File: config.mk
export PLATFORM = sky130hd
export DESIGN_NAME = sfifo_rd_stream
export DESIGN_NICKNAME = d
export VERILOG_FILES = /design/src/rtl/sfifo_rd_stream_rd_lat_pipe.sv /design/src/rtl/sfifo_rd_stream.sv
export SDC_FILE = /design/constraint.sdc
export NUM_CORES = 1
export LEC_CHECK = 0
export ABC_AREA = 1
export BUFFER_PORTS_ARGS = -buffer_cell sky130_fd_sc_hd__buf_2
export CAP_MARGIN = 20
export CORE_UTILIZATION = 45
export CTS_BUF_LIST = sky130_fd_sc_hd__clkbuf_4 sky130_fd_sc_hd__clkbuf_8
export DETAILED_ROUTE_END_ITERATION = 8
export PLACE_DENSITY = 0.69
export SYNTH_ARGS = -nofsm -noshare
export SYNTH_HDL_FRONTEND = slang
export SYNTH_HIERARCHICAL = 1
export SYNTH_SLANG_ARGS = --single-unit
File: constraint.sdc
create_clock -name clk -period 1.9 [get_ports clk]
set_input_delay 0.095 -clock clk [delete_from_list [all_inputs] [get_ports clk]]
set_output_delay 0.095 -clock clk [all_outputs]
set_load 0.03 [all_outputs]
File: src/rtl/sfifo_rd_stream_rd_lat_pipe.sv
// Valid shift register tracking FIFO reads whose data has not yet returned.
// cap_v marks the cycle in which fifo_rdat carries the word of an earlier read.
module rd_lat_pipe #(
    parameter int RD_LAT = 1
) (
    input  logic       clk,
    input  logic       rst_n,
    input  logic       clr,
    input  logic       ren,
    output logic       cap_v,
    output logic [1:0] inflight
);

    logic [RD_LAT-1:0] pipe_reg;

    always_ff @(posedge clk) begin
        if (!rst_n || clr) begin
            pipe_reg <= '0;
        end else begin
            pipe_reg[0] <= ren;
            for (int i = 1; i < RD_LAT; i++) begin
                pipe_reg[i] <= pipe_reg[i-1];
            end
        end
    end

    assign cap_v = pipe_reg[RD_LAT-1];

    always_comb begin
        inflight = '0;
        for (int i = 0; i < RD_LAT; i++) begin
            inflight = inflight + {1'b0, pipe_reg[i]};
        end
    end

endmodule

File: src/rtl/sfifo_rd_stream.sv
// Read-side adapter turning the sfifo pull interface into a valid/ready stream.
// A credit-checked circular buffer of RD_LAT+1 entries hides the RAM read latency.
module sfifo_rd_stream #(
    parameter int WIDTH  = 8,
    parameter int RD_LAT = 1
) (
    input  logic             clk,
    input  logic             rst_n,
    input  logic             clr,
    input  logic             fifo_empty,
    output logic             fifo_ren,
    input  logic [WIDTH-1:0] fifo_rdat,
    output logic             m_valid,
    input  logic             m_ready,
    output logic [WIDTH-1:0] m_data,
    output logic [1:0]       buf_cnt
);

    localparam int BUF_DEPTH = RD_LAT + 1;
    localparam int PW        = (BUF_DEPTH > 1) ? $clog2(BUF_DEPTH) : 1;

    logic [WIDTH-1:0] buf_mem [BUF_DEPTH];
    logic [PW-1:0]    wr_ptr_reg;
    logic [PW-1:0]    rd_ptr_reg;
    logic [1:0]       buf_cnt_reg;
    logic             pop;
    logic             cap_v;
    logic [1:0]       inflight;
    logic [2:0]       pending;
    logic             credit_ok;

    // Depth can be 3, so the pointers wrap explicitly instead of overflowing.
    function automatic logic [PW-1:0] ptr_inc(input logic [PW-1:0] p);
        return (p == PW'(BUF_DEPTH - 1)) ? '0 : p + 1'b1;
    endfunction

    rd_lat_pipe #(
        .RD_LAT   (RD_LAT)
    ) u_rd_lat_pipe (
        .clk      (clk),
        .rst_n    (rst_n),
        .clr      (clr),
        .ren      (fifo_ren),
        .cap_v    (cap_v),
        .inflight (inflight)
    );

    assign m_valid = (buf_cnt_reg != 2'd0);
    assign m_data  = buf_mem[rd_ptr_reg];
    assign buf_cnt = buf_cnt_reg;
    assign pop     = m_valid & m_ready;

    // A pop in this cycle frees its entry in time for a read issued now.
    assign pending   = {1'b0, buf_cnt_reg} + {1'b0, inflight};
    assign credit_ok = pending < (3'(BUF_DEPTH) + {2'b00, pop});
    assign fifo_ren  = ~fifo_empty & ~clr & rst_n & credit_ok;

    always_ff @(posedge clk) begin
        if (!rst_n || clr) begin
            for (int i = 0; i < BUF_DEPTH; i++) begin
                buf_mem[i] <= '0;
            end
            wr_ptr_reg  <= '0;
            rd_ptr_reg  <= '0;
            buf_cnt_reg <= '0;
        end else begin
            if (cap_v) begin
                buf_mem[wr_ptr_reg] <= fifo_rdat;
                wr_ptr_reg          <= ptr_inc(wr_ptr_reg);
            end
            if (pop) begin
                rd_ptr_reg <= ptr_inc(rd_ptr_reg);
            end
            buf_cnt_reg <= buf_cnt_reg + {1'b0, cap_v} - {1'b0, pop};
        end
    end

    always_ff @(posedge clk) begin
        if (rst_n) begin
            assert ({1'b0, buf_cnt_reg} <= 3'(BUF_DEPTH))
                else $error("sfifo_rd_stream buffer overflow: buf_cnt=%0d", buf_cnt_reg);
        end
    end

endmodule

==> flow_metrics.py <==
metrics = {
    "outcome": {
        "outcome": "finished clean",
    },
    "cells_and_area": {
        "final_cell_mix": "nor2_1, buf_2, edfxtp_1",
        "diodes": 0,
        "nets": 143,
        "largest_reg_flops": 16,
        "drive_above_1_share": 0.352,
        "fill_cells": 202,
        "area_growth_pct": 17.7,
    },
    "logic_synthesis": {
        "avgSynthCellArea_um2": 10.5,
        "ys_top_cells_by_area": "edfxtp_1, dfxtp_1, mux2_2",
        "yosysWarnings": 6,
        "synth_top_area_frac": 0.462,
        "synth_compound_area_frac": 0.00962,
        "synthCells": 99,
        "synth_top_family_by_area": "simple AND/OR/NAND/NOR gates",
        "synth_mux_area_frac": 0.0865,
        "post_synth_fa_ha_maj_area_fraction": 0.0553,
        "ys_ff_latch": 22,
        "synth_top_area_cell": "edfxtp_1",
        "netlist_area_mm2": 0.00104,
        "synth-seq-area-share": 0.577,
        "synth_xor_area_frac": 0,
        "synth-simple-area-share": 0.191,
        "synthesis.nets": 116,
        "synth_cell_types": 19,
    },
    "setup_path": {
        "regToRegStartpoint": "buf_cnt[0]",
        "crit_start": "buf_cnt[0]",
        "arrival_ns": 1.71,
        "path_max_fanout": 5,
        "critPathKind": "flop to output port",
        "cp-start-kind": "flop",
        "worst_ep_required_time_ns": 1.80,
        "critPathCaptureType": "output port",
        "r2r_cells": 7,
    },
    "global_routing": {
        "grtUsageMet3": 0.0278,
        "grt.total_usage": 0.153,
        "grt_max_degree": 13,
        "grt-busiest-layer": "met2",
        "grtUsageMet2": 0.284,
        "grt_pass1_vias": 650,
        "grtUsageMet1": 0.149,
        "grt_antenna_before_repair": 0,
        "grt_pass1_wl_um": 2680,
        "grt.overflow.total": 0,
    },
    "pwr": {
        "pwr-share-seq": 0.652,
        "pwr-share-comb": 0.094,
        "p_sw_frac": 0.225,
        "ir_drop_uv": 376,
        "p_int_mw": 0.632,
        "power.switching_mw": 0.183,
        "power_leakage_nw": 0.592,
        "power_density_mw_per_mm2": 665,
        "clock_power_share": 0.255,
    },
    "routing": {
        "drt-pass1-iter-count": 5,
        "avgViaCountPerCell": 4.75,
        "wire_per_inst_um": 11.1,
        "route.vias.total": 726,
        "wl_um": 1700,
        "drc": 0,
        "postRouteAntennaNets": 0,
        "drt_iter0_markers": 10,
    },
    "clocking": {
        "cts_made_buffers": 3,
        "clk_latency_ns": 0.30,
        "cts.sinks": 22,
        "post_cts_buffers": 0,
        "clk_pin_slew_worst_paths_ns": 0.11,
        "cts-root-buf": "clkbuf_4",
        "cts_tree": "built",
        "cts_buffer_depth": 2,
        "htree_levels": 1,
    },
    "hold_path": {
        "hold_class": "input pin to flop",
        "hp-start": "rst_n",
        "whs_path_depth": 3,
    },
    "run": {
        "max_cap_viol_count": 0,
    },
    "die": {
        "rows": 17,
        "start_util": 0.475,
        "core_mm2": 0.00219,
        "die_w_um": 50.1,
        "die_y_um": 50.1,
        "die_area_mm2": 0.00251,
        "io_pins": 25,
    },
    "place": {
        "buffer_ports.inserted": 24,
        "pre_cts_slack_ns": 0.377,
        "dp.final_hpwl_um": 1280,
        "gp_congestion": 0.749,
    },
    "sta": {
        "max_freq_ghz": 0.555,
        "setup_slack_ns": 0.0985,
        "fin_worst_skew_ns": 0.000827,
        "finalSetupViolations": 0,
        "finalCritPeriodShare": 0.948,
        "holdWs_ns": 0.0328,
        "finalMaxSlewViolations": 0,
        "fin_crit_ns": 1.80,
        "hold_viol": 0,
    },
}
## repair_timing
action,4_1_cts,5_1_grt
hold buffers,0,1
resized for setup,0,5
setup endpoints to repair,0,1
hold endpoints to repair,0,1
## layout make-up
class	count	area, um2	share of cell area
Sequential cell	22	603	0.492
Clock inverter	1	3.75	0.00306
Clock buffer	3	22.5	0.0184
Tap cell	28	35.0	0.0286
Multi-Input combinational cell	58	364	0.297
Timing Repair Buffer	25	136	0.111
Inverter	16	60.1	0.0490
## critical path, stage by stage (launching register included)
cell     delay, ns
dfxtp_2       0.36
ha_1          0.21
fa_1          0.37
nor2_1        0.09
nand2_1       0.07
a21oi_2       0.16
buf_6         0.15
## synth_stat cells
cell type,n
nand3_4,1
dfxtp_1,6
inv_2,1
ha_1,3
nor3b_1,1
conb_1,1
inv_1,15
nand3_1,4
a21oi_1,2
nand2_2,1
nand2_1,10
fa_1,1
buf_2,1
nor2_2,2
mux2_2,8
edfxtp_1,16
nor2_4,1
buf_4,2
nor2_1,23
## power by group through the flow
stage	Clock, mW	Combinational (mW)	Sequential [mW]
finish	0.207	0.0764	0.531
global route	0.230	0.0843	0.533
CTS	0.209	0.0750	0.531
detailed placement	0	0.0747	0.542
global placement	0	0.0729	0.542
floorplan	0	0.0487	0.541
## path summary, 6_finish.rpt
kind / endpoint / slack (ns)
max reg2reg: u_rd_lat_pipe/cap_v / 0.43
min: u_rd_lat_pipe/cap_v / 0.03
min reg2reg: flop / 0.53
max: fifo_ren / 0.1
## kinds of logic (layout without fill, tap and decap cells)
family / count (synthesis) / count (layout)
flip-flops: 22 / 22
multiplexers: 8 / 8
AND/OR/NAND/NOR: 43 / 43
buffers and inverters: 19 / 45
AO/OA/AOI/OAI: 2 / 2
other: 1 / 1
adder cells (fa/ha/maj): 4 / 4
## per-layer routing
metal / wire (um) / up-vias
met1: 713 / 333
met4: 38 / 0
met3: 71 / 5
met5: 0 / -
met2: 875 / 22
li1: - / 366
## stage by stage
step	power (mW)	TNS (ns)	cell area [um2]	utilization	cells
4_1_cts	0.816	0	1210	0.551	152
6_report	0.815	0	1220	0.559	153
5_1_grt	0.847	-0.0103	1220	0.559	153
2_1_floorplan	0.590	0	1040	-	99
3_3_place_gp	0.614	0	1180	0.539	148
3_5_place_dp	0.617	0	1180	0.539	148
Note: power is estimated with default switching activity, not from simulation.
